**config.mk**
```make
export PLATFORM = sky130hd
export DESIGN_NAME = l1_cache_ctrl
export DESIGN_NICKNAME = d
export VERILOG_FILES = /design/src/rtl/l1_cache_ctrl.sv
export SDC_FILE = /design/constraint.sdc
export NUM_CORES = 1
export LEC_CHECK = 0
export BUFFER_PORTS_ARGS = -buffer_cell sky130_fd_sc_hd__buf_4
export CORE_ASPECT_RATIO = 0.9
export CORE_MARGIN = 5
export CORE_UTILIZATION = 40
export DETAILED_ROUTE_END_ITERATION = 8
export GPL_TIMING_DRIVEN = 0
export PLACE_DENSITY = 0.56
export SLEW_MARGIN = 10
export SYNTH_ARGS = -nofsm -noshare
export SYNTH_HDL_FRONTEND = slang
export SYNTH_SLANG_ARGS = --single-unit
```
**constraint.sdc**
```tcl
create_clock -name clk -period 3.1 [get_ports clk]
set_clock_uncertainty 0.15 [all_clocks]
set_input_delay 0.62 -clock clk [delete_from_list [all_inputs] [get_ports clk]]
set_output_delay 0.62 -clock clk [all_outputs]
set_load 0.02 [all_outputs]
```
**src/rtl/l1_cache_ctrl.sv**
```systemverilog
// Direct-mapped, read-only L1 cache with a single-outstanding miss controller in front of the L2.
// Optional hit/miss statistics counters are built only when L1_STATS_EN is defined.
module l1_cache_ctrl #(
    parameter int ADDR_WIDTH = 11,
    parameter int DATA_WIDTH = 32,
    parameter int CACHE_SIZE = 128,
    parameter int BLOCK_SIZE = 32
) (
    input  logic                  clk,
    input  logic                  rst_n,
    input  logic                  cpu_req,
    input  logic [ADDR_WIDTH-1:0] cpu_addr,
    output logic                  cpu_ready,
    output logic                  cpu_resp_valid,
    output logic [DATA_WIDTH-1:0] cpu_resp_data,
    output logic                  cpu_resp_l1_hit,
    output logic                  cpu_resp_l2_hit,
    output logic                  l2_read,
    output logic [ADDR_WIDTH-1:0] l2_addr,
    input  logic [DATA_WIDTH-1:0] l2_read_data,
    input  logic                  l2_hit,
    output logic [15:0]           stat_hits,
    output logic [15:0]           stat_misses
);

    localparam int NUM_LINES = CACHE_SIZE / BLOCK_SIZE;
    localparam int OFFSET_W  = $clog2(BLOCK_SIZE);
    localparam int INDEX_W   = $clog2(NUM_LINES);
    localparam int TAG_W     = ADDR_WIDTH - INDEX_W - OFFSET_W;

    typedef enum logic [1:0] {
        IDLE,
        LOOKUP,
        L2_REQ,
        L2_WAIT
    } state_t;

    state_t                  state;
    state_t                  state_next;
    logic [ADDR_WIDTH-1:0]   req_addr;
    logic [INDEX_W-1:0]      req_index;
    logic [TAG_W-1:0]        req_tag;
    logic                    accept;
    logic                    lookup_hit;

    logic [NUM_LINES-1:0]    valid_q;
    logic [TAG_W-1:0]        tag_q  [NUM_LINES];
    logic [DATA_WIDTH-1:0]   data_q [NUM_LINES];

    // Offset bits only reach the L2; the lookup uses index and tag alone.
    assign req_index  = req_addr[OFFSET_W +: INDEX_W];
    assign req_tag    = req_addr[ADDR_WIDTH-1 -: TAG_W];
    assign cpu_ready  = (state == IDLE) && rst_n;
    assign accept     = cpu_req && cpu_ready;
    assign lookup_hit = valid_q[req_index] && (tag_q[req_index] == req_tag);

    always_ff @(posedge clk or negedge rst_n) begin
        if (!rst_n) begin
            state <= IDLE;
        end else begin
            state <= state_next;
        end
    end

    always_comb begin
        state_next = state;
        case (state)
            IDLE:    if (accept) state_next = LOOKUP;
            LOOKUP:  state_next = lookup_hit ? IDLE : L2_REQ;
            L2_REQ:  state_next = L2_WAIT;
            L2_WAIT: state_next = IDLE;
            default: state_next = IDLE;
        endcase
    end

    always_ff @(posedge clk or negedge rst_n) begin
        if (!rst_n) begin
            req_addr <= '0;
        end else if (accept) begin
            req_addr <= cpu_addr;
        end
    end

    // The fill overwrites the indexed line unconditionally, even with the L2-miss pattern.
    always_ff @(posedge clk or negedge rst_n) begin
        if (!rst_n) begin
            valid_q <= '0;
            for (int i = 0; i < NUM_LINES; i++) begin
                tag_q[i]  <= '0;
                data_q[i] <= '0;
            end
        end else if (state == L2_WAIT) begin
            valid_q[req_index] <= 1'b1;
            tag_q[req_index]   <= req_tag;
            data_q[req_index]  <= l2_read_data;
        end
    end

    always_ff @(posedge clk or negedge rst_n) begin
        if (!rst_n) begin
            cpu_resp_valid  <= 1'b0;
            cpu_resp_data   <= '0;
            cpu_resp_l1_hit <= 1'b0;
            cpu_resp_l2_hit <= 1'b0;
            l2_read         <= 1'b0;
            l2_addr         <= '0;
        end else begin
            cpu_resp_valid <= 1'b0;
            l2_read        <= 1'b0;
            case (state)
                LOOKUP: begin
                    if (lookup_hit) begin
                        cpu_resp_valid  <= 1'b1;
                        cpu_resp_data   <= data_q[req_index];
                        cpu_resp_l1_hit <= 1'b1;
                        cpu_resp_l2_hit <= 1'b0;
                    end else begin
                        l2_read <= 1'b1;
                        l2_addr <= req_addr;
                    end
                end
                L2_WAIT: begin
                    cpu_resp_valid  <= 1'b1;
                    cpu_resp_data   <= l2_read_data;
                    cpu_resp_l1_hit <= 1'b0;
                    cpu_resp_l2_hit <= l2_hit;
                end
                default: ;
            endcase
        end
    end

`ifdef L1_STATS_EN
    logic hit_event;
    logic miss_event;

    assign hit_event  = (state == LOOKUP) && lookup_hit;
    assign miss_event = (state == L2_WAIT);

    // Counters saturate rather than wrap so long runs never report small totals.
    always_ff @(posedge clk or negedge rst_n) begin
        if (!rst_n) begin
            stat_hits   <= '0;
            stat_misses <= '0;
        end else begin
            if (hit_event && (stat_hits != 16'hFFFF)) begin
                stat_hits <= stat_hits + 16'd1;
            end
            if (miss_event && (stat_misses != 16'hFFFF)) begin
                stat_misses <= stat_misses + 16'd1;
            end
        end
    end
`else
    assign stat_hits   = '0;
    assign stat_misses = '0;
`endif

endmodule
```
==> out/qor.yml <==
status:
  status: "finished clean"
timing:
  final.setup.tns_ps: 0
  hold_violations: 0
  period_share: 0.963
  relSlewSlack: 0.304
  setup_ws_ps: 114
  fmax_mhz: 335
  min_period_ps: 2990
  maxSlewViolCount: 0
  tightest_slew_ps: 1040
  finalSetupViolations: 0
  rsz0062_at_grt: "no"
setup_path:
  path_depth: 7
  cp.arrival_ps: 3230
  r2r-end: "data_q[42]"
  crit_start: "state[0]"
  r2r_slack_ps: 110
  crit_path_max_fanout: 10
  worst_setup_path_start_kind: "flip-flop"
  cp-end-kind: "flip-flop"
  cp_top_family: "buffers and inverters"
  path_buf_inv: 4
  crit_top_cell: "clkbuf_1"
  cp.required_ps: 3340
  cp_slowest_stage_delay_ps: 580
  timing.rr.start: "state[0]"
  crit_type: "flip-flop to flip-flop"
  cp_slowest_cell: "clkbuf_1"
  reg2reg_depth: 7
  worstPathCellList: "clkbuf_1 > and2_1 > clkbuf_1 > nand3b_1 > clkbuf_1 > clkbuf_1 > mux2_2"
  endpoint: "data_q[42]"
grt:
  use_met3: 0.0332
  track_usage: 0.179
  overflow: 0
  grt_pass1_wl_um: 40400
  grt_util_met1: 0.261
  grt_pass1_vias: 7041
  grt_max_degree: 106
  busiest_layer: "met2"
  antenna_found_initial: 0
  gr-usage-met2: 0.282
routing:
  ant_nets: 0
  drt_iter0_drc: 283
  vias: 6702
  drc: 0
  wl_per_cell_um: 19.8
  routed_via_density: 5.33
  routed_wl_um: 24900
  first_pass_iters: 5
cts:
  cts_buffers: 24
  clk_pin_slew_worst_paths_ps: 60
  root_buffer: "clkbuf_16"
  post_cts_buffers: 0
  clock_latency_ps: 510
  cts_buffer_depth: 3
  cts_sinks: 208
  cts_tree: "built"
  htreeDepth: 1
synth:
  ys_ff_latch: 208
  ys.flop_type: "dfrtp_1"
  synth.top_cells.by_area: "dfrtp_1 53%, mux2_2 18%, mux2i_1 6.8%"
  synth_cell_types: 34
  ys_seq_area_frac: 0.526
  synth_area_sq_um: 9900
  syn_area_per_cell_sq_um: 12.7
  synth_edf_count: 0
  synth_common_cells: "208 x dfrtp_1, 158 x mux2_2, 67 x mux2i_1"
  syn_inst: 778
  yosysWarnings: 0
  yosysMostFrequentCell: "dfrtp_1"
  synth_top_area_share: 0.526
  synth_top_area_cell: "dfrtp_1"
  async_reset_ff_frac: 1.00
floorplan:
  die_x_um: 176
  die_h_um: 159
  rows: 54
  initial_core_util: 0.407
  die_area_sq_um: 28000
  ios: 127
  core_area_sq_um: 24300
run:
  maxCapViolations: 0
pwr:
  power.density_nw_per_um2: 1130
  leakagePower_nw: 5.45
  p_sw_w: 0.00508
  pwr-share-clk: 0.197
  combPwrFrac: 0.453
  swShare: 0.376
  peakVddDrop_mv: 0.550
  p_seq_frac: 0.350
  p_int_w: 0.00843
layout:
  final_nets: 980
  area_growth_pct: 20.6
  drive_above_1_share: 0.377
  diodes: 0
place:
  routabilityCongestion: 0.754
  dp_hpwl_um: 16200
  post-place-ws_ps: 13.6
  io_buffers: 94
worst_hold_path:
  min_path_type: "input pin to flip-flop"
-- cell usage in the layout (no fill, tap or decap), drive strengths merged, types with 2 or more instances in the layout --
master       instances
clkinv               4
inv                 37
buf                143
xor2                 6
nor3b                2
nand3b               2
o311ai              32
a21oi                2
dlygate4sd3          2
nand2b               2
mux2               166
nor2b                2
o221ai              32
nor2                 3
or2                  2
clkbuf              87
a2bb2oi             32
o21ai                2
o32ai                2
dfrtp              208
nand4               32
mux4                 2
and2                 3
conb                32
nand2               38
mux2i               67
-- worst min path at each step --
stage | slack, ps | depth (start not counted) | endpoint | startpoint
final | 190 | 3 | cpu_resp_l2_hit | l2_hit
after global routing | 180 | 2 | req_addr[8] | cpu_addr[8]
after CTS | 170 | 3 | cpu_resp_l2_hit | l2_hit
after detailed placement | 290 | 2 | valid_q[2] | valid_q[2]
after global placement | 280 | 2 | valid_q[2] | valid_q[2]
after floorplan | 170 | 0 | asynchronous set/reset pin | rst_n
-- state kept, by name, indices dropped and copies added (netlist names), named ones only --
register         count
cpu_resp_data       32
cpu_resp_l1_hit      1
cpu_resp_l2_hit      1
cpu_resp_valid       1
data_q             128
l2_addr             11
l2_read              1
req_addr            11
state                1
tag_q               16
valid_q              4
-- worst min-delay path, stage by stage --
cell and delay, ps:
buf_4 80, a21oi_1 40, o21ai_0 60
-- metal layers --
metal / vias up / share of wire
met5: - / 0
met4: 0 / 0.013
met3: 33 / 0.057
met2: 182 / 0.46
met1: 3370 / 0.47
li1: 3117 / -
-- cell families (layout without fill, tap and decap cells) --
| logic type | after synthesis | in the layout | share of synthesized area |
|---|---|---|---|
| mux | 235 | 235 | 0.264 |
| flops | 208 | 208 | 0.526 |
| buf+inv | 134 | 274 | 0.0653 |
| compound gates | 107 | 107 | 0.0942 |
| simple gates | 87 | 87 | 0.0450 |
| xor+xnor | 6 | 6 | 0.00531 |
| other cells | 1 | 32 | 0.000379 |
-- stage by stage --
| stage | util | total power, W | instances | hold slack (ps) | area (sq um) |
|---|---|---|---|---|---|
| after floorplan | - | 0.00894 | 809 | 174 | 10000 |
| after global placement | 0.457 | 0.0108 | 1211 | 284 | 11100 |
| after detailed placement | 0.459 | 0.0109 | 1213 | 290 | 11200 |
| after CTS | 0.490 | 0.0136 | 1257 | 168 | 11900 |
| after global routing | 0.491 | 0.0145 | 1257 | 176 | 11900 |
| final | 0.491 | 0.0135 | 1257 | 186 | 11900 |
-- power groups by stage --
stage | combinational, W | sequential, W | clock (W)
after floorplan | 0.00401 | 0.00493 | 0
after detailed placement | 0.00614 | 0.00478 | 0
after global routing | 0.00666 | 0.00492 | 0.00287
after global placement | 0.00604 | 0.00475 | 0
after CTS | 0.00616 | 0.00474 | 0.00274
final | 0.00612 | 0.00473 | 0.00266
-- final cells by class --
cell class | instances | area [sq um]
clock inverters | 5 | 27.5
clock buffers | 37 | 711
fillers | 2207 | 12400
plain buffers | 97 | 520
inverters | 37 | 139
flip-flops and latches | 208 | 5200
repair buffers | 98 | 788
well taps | 308 | 385
multi-input cells | 467 | 4170
-- timing repair --
item,CTS,global route
gates resized for setup,0,20
setup endpoints to repair,0,95
endpoints found under the hold margin,23,0
hold buffers,2,0
(Power assumes the default switching activity.)
